===== src/rtl/iic_pkg.sv =====
// Shared encodings for the IIC byte-level controller: commands and FSM states.
// Latency: n/a (types and constants only).
// Backpressure: n/a.
package iic_pkg;

  // Command codes presented on cmd
  typedef enum logic [1:0] {
    CMD_START = 2'd0,
    CMD_STOP  = 2'd1,
    CMD_WRITE = 2'd2,
    CMD_READ  = 2'd3
  } cmd_e;

  // Controller FSM states; each non-IDLE state lasts one SCL half-period
  typedef enum logic [3:0] {
    IDLE    = 4'd0,
    START_A = 4'd1,
    START_B = 4'd2,
    BIT_LO  = 4'd3,
    BIT_HI  = 4'd4,
    ACK_LO  = 4'd5,
    ACK_HI  = 4'd6,
    STOP_A  = 4'd7,
    STOP_B  = 4'd8,
    STOP_C  = 4'd9
  } state_e;

  localparam logic [2:0] BIT_CNT_INIT = 3'd7;

endpackage


===== src/rtl/iic_byte_ctrl.sv =====
// IIC byte controller: executes START/STOP/WRITE/READ as SCL/SDA open-drain enables.
// Latency: START 2, STOP 3, WRITE/READ 18 half-period pulses from accept to done.
// Backpressure: cmd_ready low while busy; cmd_valid while busy is dropped, never queued.
module iic_byte_ctrl
  import iic_pkg::*;
(
  input  logic       clk,
  input  logic       rst_n,
  input  logic       half_clk_pulse,
  output logic       div_en,
  input  logic [1:0] cmd,
  input  logic       cmd_valid,
  output logic       cmd_ready,
  input  logic [7:0] tx_byte,
  input  logic       ack_in,
  output logic [7:0] rx_byte,
  output logic       ack_out,
  output logic       done,
  output logic       busy,
  output logic       scl_oe,
  output logic       sda_oe,
  input  logic       sda_in
);

  state_e     state_q, state_d;
  cmd_e       cmd_q, cmd_d;
  logic [7:0] data_q, data_d;
  logic       ack_in_q, ack_in_d;
  logic [2:0] cnt_q, cnt_d;
  logic       scl_q, scl_d;
  logic       sda_q, sda_d;
  logic [7:0] rx_q, rx_d;
  logic       ack_out_q, ack_out_d;
  logic       done_q, done_d;
  logic       busy_q, busy_d;

  // Next state plus next values of every registered output; outputs are
  // computed for the state being entered so they appear with the state.
  always_comb begin
    state_d   = state_q;
    cmd_d     = cmd_q;
    data_d    = data_q;
    ack_in_d  = ack_in_q;
    cnt_d     = cnt_q;
    scl_d     = scl_q;
    sda_d     = sda_q;
    rx_d      = rx_q;
    ack_out_d = ack_out_q;
    done_d    = 1'b0;

    case (state_q)
      IDLE: begin
        // SCL/SDA hold whatever the last command left on the bus
        if (cmd_valid) begin
          cmd_d    = cmd_e'(cmd);
          data_d   = tx_byte;
          ack_in_d = ack_in;
          cnt_d    = BIT_CNT_INIT;
          case (cmd_e'(cmd))
            CMD_START: begin
              state_d = START_A;
              scl_d   = 1'b0;
              sda_d   = 1'b1;
            end
            CMD_STOP: begin
              state_d = STOP_A;
              scl_d   = 1'b1;
              sda_d   = 1'b1;
            end
            CMD_WRITE: begin
              // Always pull SCL low first, even from a released-SCL idle
              state_d = BIT_LO;
              scl_d   = 1'b1;
              sda_d   = ~tx_byte[7];
            end
            default: begin
              state_d = BIT_LO;
              scl_d   = 1'b1;
              sda_d   = 1'b0;
            end
          endcase
        end
      end

      START_A: if (half_clk_pulse) begin
        state_d = START_B;
        scl_d   = 1'b1;
        sda_d   = 1'b1;
      end

      START_B: if (half_clk_pulse) begin
        state_d = IDLE;
        done_d  = 1'b1;
      end

      BIT_LO: if (half_clk_pulse) begin
        // Release SCL; SDA stays stable across the high phase
        state_d = BIT_HI;
        scl_d   = 1'b0;
      end

      BIT_HI: if (half_clk_pulse) begin
        if (cmd_q == CMD_READ) begin
          rx_d = {rx_q[6:0], sda_in};
        end
        if (cnt_q == 3'd0) begin
          state_d = ACK_LO;
          scl_d   = 1'b1;
          sda_d   = (cmd_q == CMD_READ) ? ~ack_in_q : 1'b0;
        end else begin
          state_d = BIT_LO;
          cnt_d   = cnt_q - 3'd1;
          scl_d   = 1'b1;
          sda_d   = (cmd_q == CMD_WRITE) ? ~data_q[cnt_q - 3'd1] : 1'b0;
        end
      end

      ACK_LO: if (half_clk_pulse) begin
        state_d = ACK_HI;
        scl_d   = 1'b0;
      end

      ACK_HI: if (half_clk_pulse) begin
        if (cmd_q == CMD_WRITE) begin
          ack_out_d = sda_in;
        end
        // Park with SCL low so the slave cannot start another bit
        state_d = IDLE;
        scl_d   = 1'b1;
        done_d  = 1'b1;
      end

      STOP_A: if (half_clk_pulse) begin
        state_d = STOP_B;
        scl_d   = 1'b0;
        sda_d   = 1'b1;
      end

      STOP_B: if (half_clk_pulse) begin
        // SDA rising while SCL is high is the STOP condition
        state_d = STOP_C;
        scl_d   = 1'b0;
        sda_d   = 1'b0;
      end

      STOP_C: if (half_clk_pulse) begin
        state_d = IDLE;
        done_d  = 1'b1;
      end

      default: begin
        state_d = IDLE;
        scl_d   = 1'b0;
        sda_d   = 1'b0;
      end
    endcase

    busy_d = (state_d != IDLE);
  end

  // State, latched command and registered outputs; reset releases the bus
  // and drops any command in flight without a done.
  always_ff @(posedge clk or negedge rst_n) begin
    if (!rst_n) begin
      state_q   <= IDLE;
      cmd_q     <= CMD_START;
      data_q    <= 8'h00;
      ack_in_q  <= 1'b0;
      cnt_q     <= BIT_CNT_INIT;
      scl_q     <= 1'b0;
      sda_q     <= 1'b0;
      rx_q      <= 8'h00;
      ack_out_q <= 1'b1;
      done_q    <= 1'b0;
      busy_q    <= 1'b0;
    end else begin
      state_q   <= state_d;
      cmd_q     <= cmd_d;
      data_q    <= data_d;
      ack_in_q  <= ack_in_d;
      cnt_q     <= cnt_d;
      scl_q     <= scl_d;
      sda_q     <= sda_d;
      rx_q      <= rx_d;
      ack_out_q <= ack_out_d;
      done_q    <= done_d;
      busy_q    <= busy_d;
    end
  end

  assign busy      = busy_q;
  assign div_en    = busy_q;
  assign cmd_ready = ~busy_q;
  assign scl_oe    = scl_q;
  assign sda_oe    = sda_q;
  assign rx_byte   = rx_q;
  assign ack_out   = ack_out_q;
  assign done      = done_q;

endmodule

===== config.mk =====
export PLATFORM = sky130hd
export DESIGN_NAME = iic_byte_ctrl
export DESIGN_NICKNAME = d
export VERILOG_FILES = /design/src/rtl/iic_pkg.sv /design/src/rtl/iic_byte_ctrl.sv
export SDC_FILE = /design/constraint.sdc
export NUM_CORES = 1
export LEC_CHECK = 0
export CORE_UTILIZATION = 45
export CTS_CLUSTER_DIAMETER = 30
export DETAILED_ROUTE_END_ITERATION = 6
export PLACE_DENSITY = 0.73
export SKIP_LAST_GASP = 1
export SLEW_MARGIN = 30
export SYNTH_ARGS = -nofsm -noshare
export SYNTH_HDL_FRONTEND = slang
export SYNTH_SLANG_ARGS = --single-unit
export TNS_END_PERCENT = 50

===== constraint.sdc =====
create_clock -name clk -period 2.25 [get_ports clk]
set_clock_uncertainty 0.15 [all_clocks]
set_input_delay 0.45 -clock clk [delete_from_list [all_inputs] [get_ports clk]]
set_output_delay 0.45 -clock clk [all_outputs]
set_load 0.005 [all_outputs]

# Word level (Yosys, flattened, before mapping)
# Cells that the tools add are included.
dict set report op_classes {
  n_mul 0
  div_mod_pow 0
  shift 0
  bitwise 6
  n_eq_ne 20
  reduce_logical 18
  n_mux 31
  order_cmp 1
  addsub 1
}
# operator n
set ops {}
lappend ops {{$mux 4} 8}
lappend ops {{$pmux 4 s8} 1}
lappend ops {{$eq 4x3->1 const B} 4}
lappend ops {{$mux 1} 12}
lappend ops {{$mux 3} 4}
lappend ops {{$pmux 3 s2} 2}
lappend ops {{$eq 4x2->1 const B} 2}
lappend ops {{$eq 4x4->1 const B} 2}
lappend ops {{$ne 2x2->1 const B} 4}
lappend ops {{$reduce_and 4->1} 2}
lappend ops {{$eq 2x2->1 const B} 3}
lappend ops {{$ne 2x1->1 const B} 3}
lappend ops {{$not 1->1} 6}
lappend ops {{$reduce_and 3->1} 2}
lappend ops {{$reduce_or 2->1} 3}
lappend ops {{$reduce_or 3->1} 2}
lappend ops {{$pmux 1 s5} 1}
lappend ops {{$reduce_and 5->1} 1}
lappend ops {{$reduce_or 5->1} 1}
lappend ops {{$eq 4x1->1 const B} 1}
lappend ops {{$logic_not 4->1} 1}
lappend ops {{$lt 3x4->1 const B} 1}
lappend ops {{$pmux 1 s4} 1}
lappend ops {{$reduce_bool 4->1} 1}
lappend ops {{9 further kinds} 9}
dict set report word_totals {
  latch_bits 0
  reg_bits 31
  mem_count 0
  elab_cells 88
  mem_bits_rw 0
  output_inout_bits 15
  rom_bits 0
  input_bits 16
}

# Longest topological paths before layout
# Gate-level depths: netlist (run 1).
dict set report depth {
  ltp_word 8
  mapped_depth 7
  ltp_nobuf 6
}

# Least setup slack after synthesis (run 1)
# OpenSTA, ideal clock, no wires.
dict set report synth_path {
  path_type {reg2reg}
  startpoint {register cnt_q[0]}
  endpoint {register busy_q, in the netlist busy}
  setup_time_ps 138
  path_stages_with_launch 8
  n_path_buf 1
  path_slack_ps -9
  required_ps 1962
  arrival_ps 1971
  period_less_slack_ps 2259
  path_cell_list {dfstp_2 -> clkbuf_1 -> inv_1 -> ha_1 -> nand2b_1 -> nor4_1 -> a311o_1 -> or4_1}
}
dict set report synth_via {
  elab_chain_cells 5
}
# element line
set synth_lines {}
lappend synth_lines {{start, declared} iic_byte_ctrl.sv:29} ;# logic [2:0] cnt_q, cnt_d;
lappend synth_lines {{start signal, assigned} iic_byte_ctrl.sv:181} ;# cnt_q <= cnt_d;
lappend synth_lines {{$logic_not 3->1} iic_byte_ctrl.sv:106} ;# if (cnt_q == 3'd0) begin
lappend synth_lines {{$mux 3} iic_byte_ctrl.sv:106}
lappend synth_lines {{$mux 4} iic_byte_ctrl.sv:102} ;# BIT_HI: if (half_clk_pulse) begin
lappend synth_lines {{$pmux 4 s8} iic_byte_ctrl.sv:51} ;# case (state_q)
lappend synth_lines {{net state_d[2]} iic_byte_ctrl.sv:25} ;# state_e state_q, state_d;
lappend synth_lines {{$reduce_bool 4->1} iic_byte_ctrl.sv:158} ;# busy_d = (state_d != IDLE);
lappend synth_lines {{net busy_d} iic_byte_ctrl.sv:35} ;# logic busy_q, busy_d;
lappend synth_lines {{end signal, assigned} iic_byte_ctrl.sv:187} ;# busy_q <= busy_d;
lappend synth_lines {{end, declared} iic_byte_ctrl.sv:35}
# The timed path passes the listed nets, and every way through them passes these cells.
# A chain may end at the register's enable or synchronous reset.

# Worst setup path in the final report (run 1)
dict set report layout_path {
  startpoint {input half_clk_pulse}
  endpoint {register busy_q, in the netlist busy}
}
dict set report layout_via {
  elab_chain_cells 3
  word_cells_on_any_way 9
  cone_classes {8 x mux; 1 x reduce/logical}
}
# element line
set layout_lines {}
lappend layout_lines {{start, declared} iic_byte_ctrl.sv:9} ;# input logic half_clk_pulse,
lappend layout_lines {{$mux 4, or another cell as far along} {iic_byte_ctrl.sv:91, iic_byte_ctrl.sv:123, iic_byte_ctrl.sv:146}}
lappend layout_lines {{$pmux 4 s8 (*)} iic_byte_ctrl.sv:51}
lappend layout_lines {{net state_d[2]} iic_byte_ctrl.sv:25}
lappend layout_lines {{$reduce_bool 4->1 (*)} iic_byte_ctrl.sv:158}
lappend layout_lines {{net busy_d} iic_byte_ctrl.sv:35}
# Mark *: on every way through the listed nets, which the timed path passes. The rest lies on a longest branch.

==> impl_summary.md, run 1 <==
Outcome
The run finished with clean final reports.

Synthesis
Synthesis produced a netlist with a net count of 182. The synthesized area divided by synthesized cell count is 9.99 sq um. In the post-synthesis netlist, the biggest area contributors are dfrtp_1 (41%), mux2_2 (8.3%), dfstp_2 (6.4%). Of the synthesized area, sequential elements account for 47.7%.

The number of synthesized flops with an enable pin is 0. The distinct cell type count after synthesis is 41. The post-synthesis sequential element count is 31. In the synthesized netlist the dominant register cell turns out to be dfrtp_1. The count of warnings emitted by yosys is 0.

The dominant cell type by area after synthesis is dfrtp_1. The cell count after synthesis came out at 164. The proportion of register bits with asynchronous set or reset after synthesis is 100%.

After synthesis, the largest area contributor takes up 41.3% of total cell area. After synthesis the cells add up to 1640 sq um.

Clock tree
The buffer cell driving the clock tree root is clkbuf_4. The clock reaches the later pin of the worst-skew pair after 0.33 ns. The number of buffers added for setup after CTS is 0. The clock-pin slew on the worst setup and hold paths is 0.10 ns. The total number of clock tree sinks is 31. TritonCTS built the clock tree. The CTS buffer count is 5. The cts-stage hold buffer count is 0. The buffer levels on the longest clock path is 2. The number of levels the H-tree was split into is 2. Post-CTS repair changed the size of 0 cells.

Worst setup path
The worst setup path is launched from an input port. The destination of the worst register-to-register timing path is busy. The launch point of the worst reg-to-reg path is state_q[2]. The number of cells traversed by the worst register-to-register path is 4. In this run the register-to-register setup slack is 0.17 ns. In this run the worst path has a maximum fanout of 3.

The type of destination of the critical path is a flop. For the worst setup path, the data arrival time is 2.19 ns. The setup path with the least slack is of type input port to flop. At the worst endpoint, the required time is 2.31 ns.

STA
The final critical path takes up 94.4% of the cycle. Setup violations remaining at the end of the flow were counted as 0. The final setup slack of the worst path is 0.125 ns. The final-report max-slew violation count is 0. The total count of hold-check failures in the final report was 0. Setup repair after global routing left no endpoint under its margin. The highest achievable clock rate is 0.471 GHz. The final period demand of the worst path is 2.12 ns. The slew at the pin with the worst max-slew slack is 0.398 ns.

The normalized max-slew margin is 73.5%.

Power
Combinational logic is responsible for 47.0% of the overall power. Registers are responsible for 39.8% of the overall power. The internal portion of the total power is 1.51 mW. The net switching fraction of the power is 36.3%.

The total design power is 2.37 mW. The analysis attributes to net switching a power of 0.859 mW. Dividing total power by cell area gives a power density of 1120 nW/um^2. The maximum vdd ir drop is 0.564 mV. In this run the static leakage power is 0.980 nW. The power share of the clock group is 13.2%.

Worst hold path
For hold timing, the worst endpoint is data_q[3]. In this run the most critical hold path is launched from data_q[3]. The worst hold path was traced through 2 stages. In this run the worst hold path is classified as flop to flop.

GRT
The largest net degree at the start of global routing is 32. The initial antenna violation count is 0. The global-route wire length before repair is 6.28 mm. The via count of the first global-routing pass is 1416. After global routing the overflow that remains totals 0. The global router's overall resource usage is 20.6%.

Route
The via count normalized by instance count is 5.37. The total vias in the final route is 1370. For this block, the initial DRC count from the detailed router was 44. The total wire length after detailed routing is 3.45 mm. Dividing the detail-routed wire length by the instance count gives 13.5 um. The number of iterations in the first detailed-routing pass is 4. The number of antenna-violating nets in the routed design is 0. The post-detailed-route DRC marker count is 0.

Final layout
The share of layout cells above drive strength 1 is 20.1%. The number of fillers in the final layout is 307. 0 antenna diodes ended up in the layout. Once layout is complete, the cells apart from fillers number 255.

The area occupied by registers is 781 sq um. In the final layout, the multi-input gates occupy 759 sq um. The post-layout net count is 226. The area growth from synthesis to final layout is 29.5%.

Placed design
The number of placed instances, taps included, is 247. Prior to clock tree synthesis, the placed netlist has a worst setup slack of -0.223 ns. Port buffering added 30 buffers.

The half-perimeter wire length after placement is 2.54 mm. The final weighted congestion of routability-driven global placement is 0.866.

Floorplanning
The floorplan die height is 62.3 um. The initial standard-cell utilization of the core is 47.9%. The area of the die is 3890 sq um. The horizontal die dimension is 62.3 um. After floorplanning, the core was sized to cover 3420 sq um. The count of pins on the block boundary is 31. The initialized floorplan defines 21 standard-cell rows.

Flow run
Across the run, the number of max-cap violations was 0.
[cell type report]
cell class	instances	area share, %
clock buffers	6	1.95
clock inverters	2	0.590
inverters	11	1.95
multi-input cells	112	35.8
flip-flops and latches	31	36.8
well taps	46	2.71
repair buffers	47	20.2
[per-layer routing]
layer	track usage (%)	vias up	routed length (um)
li1	-	667	-
met1	25.6	665	1580
met2	34.1	29	1670
met3	5.33	9	131
met4	8.72	0	60
met5	0	-	0
[state kept, by name, summed over array words and instances (netlist names)]
register	flops
busy	1
ack_out	1
data_q	8
done	1
sda_oe	1
state_q	4
rx_byte	8
ack_in_q	1
cmd_q	2
scl_oe	1
cnt_q	3
[through the flow]
step                      hold slack (ns)  instance area [sq um]  setup TNS, ns  util [%]
after floorplan                   0.00441                   1640              0         -
after global placement              0.305                   2070          -1.56      60.5
after detailed placement            0.316                   2070          -2.00      60.5
after CTS                           0.338                   2120              0      62.1
after global routing                0.376                   2120              0      62.1
final                               0.334                   2120              0      62.1
[cell usage after synthesis (all sizes together), types with 3 or more instances]
| cell | number |
|---|---|
| dfrtp | 27 |
| nand2 | 28 |
| nor2b | 3 |
| dfstp | 4 |
| and3 | 5 |
| o31a | 3 |
| mux2i | 5 |
| nand3 | 5 |
| clkbuf | 7 |
| nor2 | 7 |
| mux2 | 12 |
| buf | 3 |
| o21ai | 7 |
| nand2b | 4 |
| inv | 11 |
[layout by cell type (no fill, tap or decap), types with 3 or more instances in the layout]
master / n
inv_1: 11
and3_1: 5
buf_4: 17
clkdlybuf4s50_1: 30
o21ai_0: 7
o31a_1: 3
mux2_2: 12
clkbuf_4: 5
nand3_1: 5
nand2_1: 28
mux2i_1: 5
nor2b_1: 3
nand2b_1: 4
dfstp_2: 4
dfrtp_1: 27
nor2_1: 7
[cells by family after synthesis]
| logic type | synth area share, % |
|---|---|
| XOR/XNOR | 0.535 |
| buffers and inverters | 5.96 |
| flip-flops | 47.7 |
| AND/OR/NAND/NOR | 18.0 |
| adder cells (fa/ha/maj) | 1.53 |
| AO/OA/AOI/OAI | 13.6 |
| multiplexers | 12.7 |
[power by group through the flow]
stage,clock network [mW],logic [mW],registers (mW)
global placement,0,1.09,0.944
finish,0.312,1.11,0.943
detailed placement,0,1.11,0.955
floorplan,0,0.736,0.893
CTS,0.327,1.12,0.943
global route,0.362,1.24,0.974
[worst max path at each step]
stage | start | end | slack [ns] | depth (start not counted)
2_1_floorplan | cnt_q[0] | busy | 0.1 | 7
3_3_place_gp | half_clk_pulse | busy | -0.19 | 5
3_5_place_dp | half_clk_pulse | busy | -0.22 | 5
4_1_cts | half_clk_pulse | busy | 0.14 | 5
5_1_grt | half_clk_pulse | cnt_q[2] | 0.03 | 7
6_report | half_clk_pulse | busy | 0.13 | 5
[worst max-delay path, cell delays in order]
cell and delay [ns]:
clkdlybuf4s50_1 0.45, and3_1 0.21, o221a_1 0.24, a311o_1 0.34, or4_1 0.50
Note: power is estimated with default switching activity, not from simulation.
==> run 2, diff against run 1 <==
--- a/config.mk
+++ b/config.mk
@@ -8,10 +8,10 @@
 export CORE_UTILIZATION = 45
 export CTS_CLUSTER_DIAMETER = 30
 export DETAILED_ROUTE_END_ITERATION = 6
+export GPL_TIMING_DRIVEN = 0
 export PLACE_DENSITY = 0.73
 export SKIP_LAST_GASP = 1
 export SLEW_MARGIN = 30
 export SYNTH_ARGS = -nofsm -noshare
 export SYNTH_HDL_FRONTEND = slang
 export SYNTH_SLANG_ARGS = --single-unit
-export TNS_END_PERCENT = 50
==> run 2 against run 1 <==
Net effect: the flow now finishes with violations (negative hold slack); non-clock buffer count down 8; cell area fell by 2.1%; first-iteration DRC count rose by 100%; critical path depth rose by 1; core utilization shrank 1.3 points; sequential share of layout area increased by 0.78 points; count of clock-buffer cells in the layout did not move; clock power up 48%; global-route usage increased by 0.26 points; via count shrank 2.1%; die area unchanged; critical path type unchanged; critical endpoint unchanged; largest cell class unchanged.
==> impl_summary.md, run 2 (synthesis results as in run 1) <==
Worst setup path
The type of destination of the critical path is a flop (unchanged). The sort of element at the start of the critical path is an input port (unchanged). The data required time of the critical path is 2.32 ns (was 2.31 ns). The maximum fanout along the worst path was 10 (was 3).

The startpoint-to-endpoint class of the critical path is input port to flop (unchanged). The arrival time at the worst endpoint is 2.29 ns (was 2.19 ns).

STA
The final setup violation count is 0 (unchanged). The period utilization is 98.7% (was 94.4%). Setup repair after global routing missed its margin: false (unchanged).

The total count of hold-check failures in the final report is 3 (was 0). The normalized max-slew margin is 53.5% (was 73.5%). The slew at the pin with the worst max-slew slack came to 0.698 ns (was 0.398 ns). The final period demand of the worst path was 2.22 ns (was 2.12 ns).

The setup TNS is 0 ns (unchanged). The highest achievable clock rate is 0.451 GHz (was 0.471 GHz). The minimum hold slack is -0.00596 ns (was 0.334 ns). The final-report max-slew violation count came to 0 (unchanged).

Final layout
Leading cell types in the layout, fill and taps excluded: clkdlybuf4s50_1 (29), nand2_1 (28), dfrtp_1 (27) (was clkdlybuf4s50_1 (30), nand2_1 (28), dfrtp_1 (27)). The count of placed standard cells in the final layout, fillers left out is 247 (was 255). The antenna cell count is 0 (unchanged). The post-layout net count is 218 (was 226). The share of layout cells above drive strength 1 is 15.4% (was 20.1%). The most common cell after layout, fill and taps aside is clkdlybuf4s50_1 (unchanged). The area growth from synthesis to final layout was 26.8% (was 29.5%).

Route
The total wire length after detailed routing is 3.54 mm (was 3.45 mm). The detailed-route wire length per cell was 14.3 um (was 13.5 um). The number of antenna-violating nets in the routed design is 0 (unchanged).

The post-detailed-route DRC marker count is 0 (unchanged). The number of iterations in the first detailed-routing pass is 4 (unchanged). The total vias in the final route is 1341 (was 1370).

The initial detailed-routing violation count was 90 (was 44). The via count normalized by instance count is 5.43 (was 5.37).

Power
The power share of the clock group is 18.8% (was 13.2%). The share of total power in combinational logic is 43.7% (was 47.0%). The net switching fraction of the power was 35.2% (was 36.3%). The total design power is 2.46 mW (was 2.37 mW). The internal power component came to 1.59 mW (was 1.51 mW). The reported leakage power is 0.944 nW (was 0.980 nW). The net switching power figure is 0.865 mW (was 0.859 mW). The maximum vdd ir drop is 0.483 mV (was 0.564 mV). The sequential power share is 37.5% (was 39.8%).

The power per cell area is 1180 nW/um^2 (was 1120 nW/um^2).

Clock tree
The clock-pin slew on the worst setup and hold paths was 0.11 ns (was 0.10 ns). The cts-stage hold buffer count is 0 (unchanged). The buffer levels on the longest clock path is 2 (unchanged).

The CTS buffer count is 5 (unchanged). The total number of clock tree sinks was 31 (unchanged). The CTS tree is yes (unchanged). The buffer cell driving the clock tree root was clkbuf_4 (unchanged).

The number of levels the H-tree was split into came to 2 (unchanged). The clock insertion delay at the later pin of the skew report came to 0.34 ns (was 0.33 ns).

Placed design
The half-perimeter wire length after placement came to 2.58 mm (was 2.54 mm). The final weighted congestion of routability-driven global placement is 0.859 (was 0.866). The number of placed instances, taps included came to 240 (was 247).

The count of buffers from port buffering is 30 (unchanged).

Flow run
The number of max-capacitance violations reported is 0 (unchanged).

Outcome
Result of the run: complete, but fails checks (was complete, no violations). The final reports fail on negative hold slack.

GRT
The largest net degree at the start of global routing is 32 (unchanged). The initial antenna violation count is 0 (unchanged). The global-route wire length before repair is 6.37 mm (was 6.28 mm).

The via count of the first global-routing pass is 1364 (was 1416). The global router's overall resource usage is 20.9% (was 20.6%). The remaining global-route overflow was 0 (unchanged).

Worst hold path
The worst min-delay path class is input port to async pin (was flop to flop).

Floorplanning
The floorplan die height is 62.3 um (unchanged). The area of the die is 3890 sq um (unchanged). The count of pins on the block boundary is 31 (unchanged).

The number of rows created at floorplan is 21 (unchanged). The initial standard-cell utilization of the core is 47.9% (unchanged). The core outline area came to 3420 sq um (unchanged). The horizontal die dimension is 62.3 um (unchanged).
-- run 2: cell types whose count changed in the layout (fill, tap and decap cells not counted), sizes merged --
cell / previous run / this run
buf: 17 / 5
clkbuf: 6 / 11
bufinv: 0 / 1
clkdlybuf4s50: 30 / 29
clkinvlp: 1 / 0
-- run 2: area by class of cell --
cell class              instances  area, sq um
clock inverters                 2         35.0
repair buffers                 31          303
flip-flops and latches         31          781
well taps                      46         57.6
plain buffers                   8         48.8
fillers                       303         1340
inverters                      11         41.3
clock buffers                   6         51.3
multi-input cells             112          759
-- run 2: worst max-delay path, cell delays in order --
cell and delay [ns]:
clkdlybuf4s50_1 0.43, buf_6 0.15, and3_1 0.19, o221a_1 0.25
a311o_1 0.31, or4_1 0.51
-- run 2: metrics by stage --
stage	utilization (%)	hold slack [ns]	setup WS (ns)	area [sq um]
2_1_floorplan	-	0.00441	0.0959	1640
3_3_place_gp	58.5	0.304	-0.366	2000
3_5_place_dp	58.3	0.314	-0.379	1990
4_1_cts	60.9	0.0160	0.0318	2080
5_1_grt	60.8	0.0382	0.0272	2080
6_report	60.8	-0.00596	0.0304	2080
-- run 2: repair_timing --
item | CTS | global route
buffers inserted | 1 | 0
pin swaps | 1 | 0
endpoints found under the setup margin | 2 | 8
resized for setup | 0 | 0
hold endpoints to repair | 0 | 0
gates cloned | 0 | 0
-- run 2: power groups by stage --
stage                     Clock, mW  Combinational [mW]  Sequential, mW
after floorplan                   0               0.736           0.893
after global placement            0                1.06           0.916
after detailed placement          0                1.08           0.924
after CTS                     0.470                1.08           0.919
after global routing          0.503                1.19           0.952
final                         0.461                1.07           0.921
-- run 2: path summary, 6_finish.rpt --
path / from / endpoint / slack (ns) / cells after the start
worst max-delay path: half_clk_pulse / busy / 0.03 / 6
max in group asynchronous: rst_n / ack_in_q / 1.49 / 1
min in group clk: ack_in_q / ack_in_q / 0.33 / 2
worst min-delay path: rst_n / done / -0.006 / 1
worst min register to register: ack_in_q / ack_in_q / 0.33 / 2
worst max register to register: cnt_q[0] / busy / 0.10 / 6
-- run 2: layer usage --
layer / routed length [um] / share of wire (%) / GRT usage, % / vias up
li1: - / - / - / 657
met1: 1710 / 48 / 27.8 / 638
met2: 1600 / 45 / 32.3 / 38
met3: 163 / 4.6 / 5.51 / 8
met4: 63 / 1.8 / 8.72 / 0
met5: 0 / 0 / 0 / -
==> run 3, diff against run 2 <==
--- a/config.mk
+++ b/config.mk
@@ -11,7 +11,7 @@
 export GPL_TIMING_DRIVEN = 0
 export PLACE_DENSITY = 0.73
 export SKIP_LAST_GASP = 1
-export SLEW_MARGIN = 30
+export SLEW_MARGIN = 20
 export SYNTH_ARGS = -nofsm -noshare
 export SYNTH_HDL_FRONTEND = slang
 export SYNTH_SLANG_ARGS = --single-unit
==> results of run 3 <==
No change in the layout: final DEF, timing and power equal those of run 2.
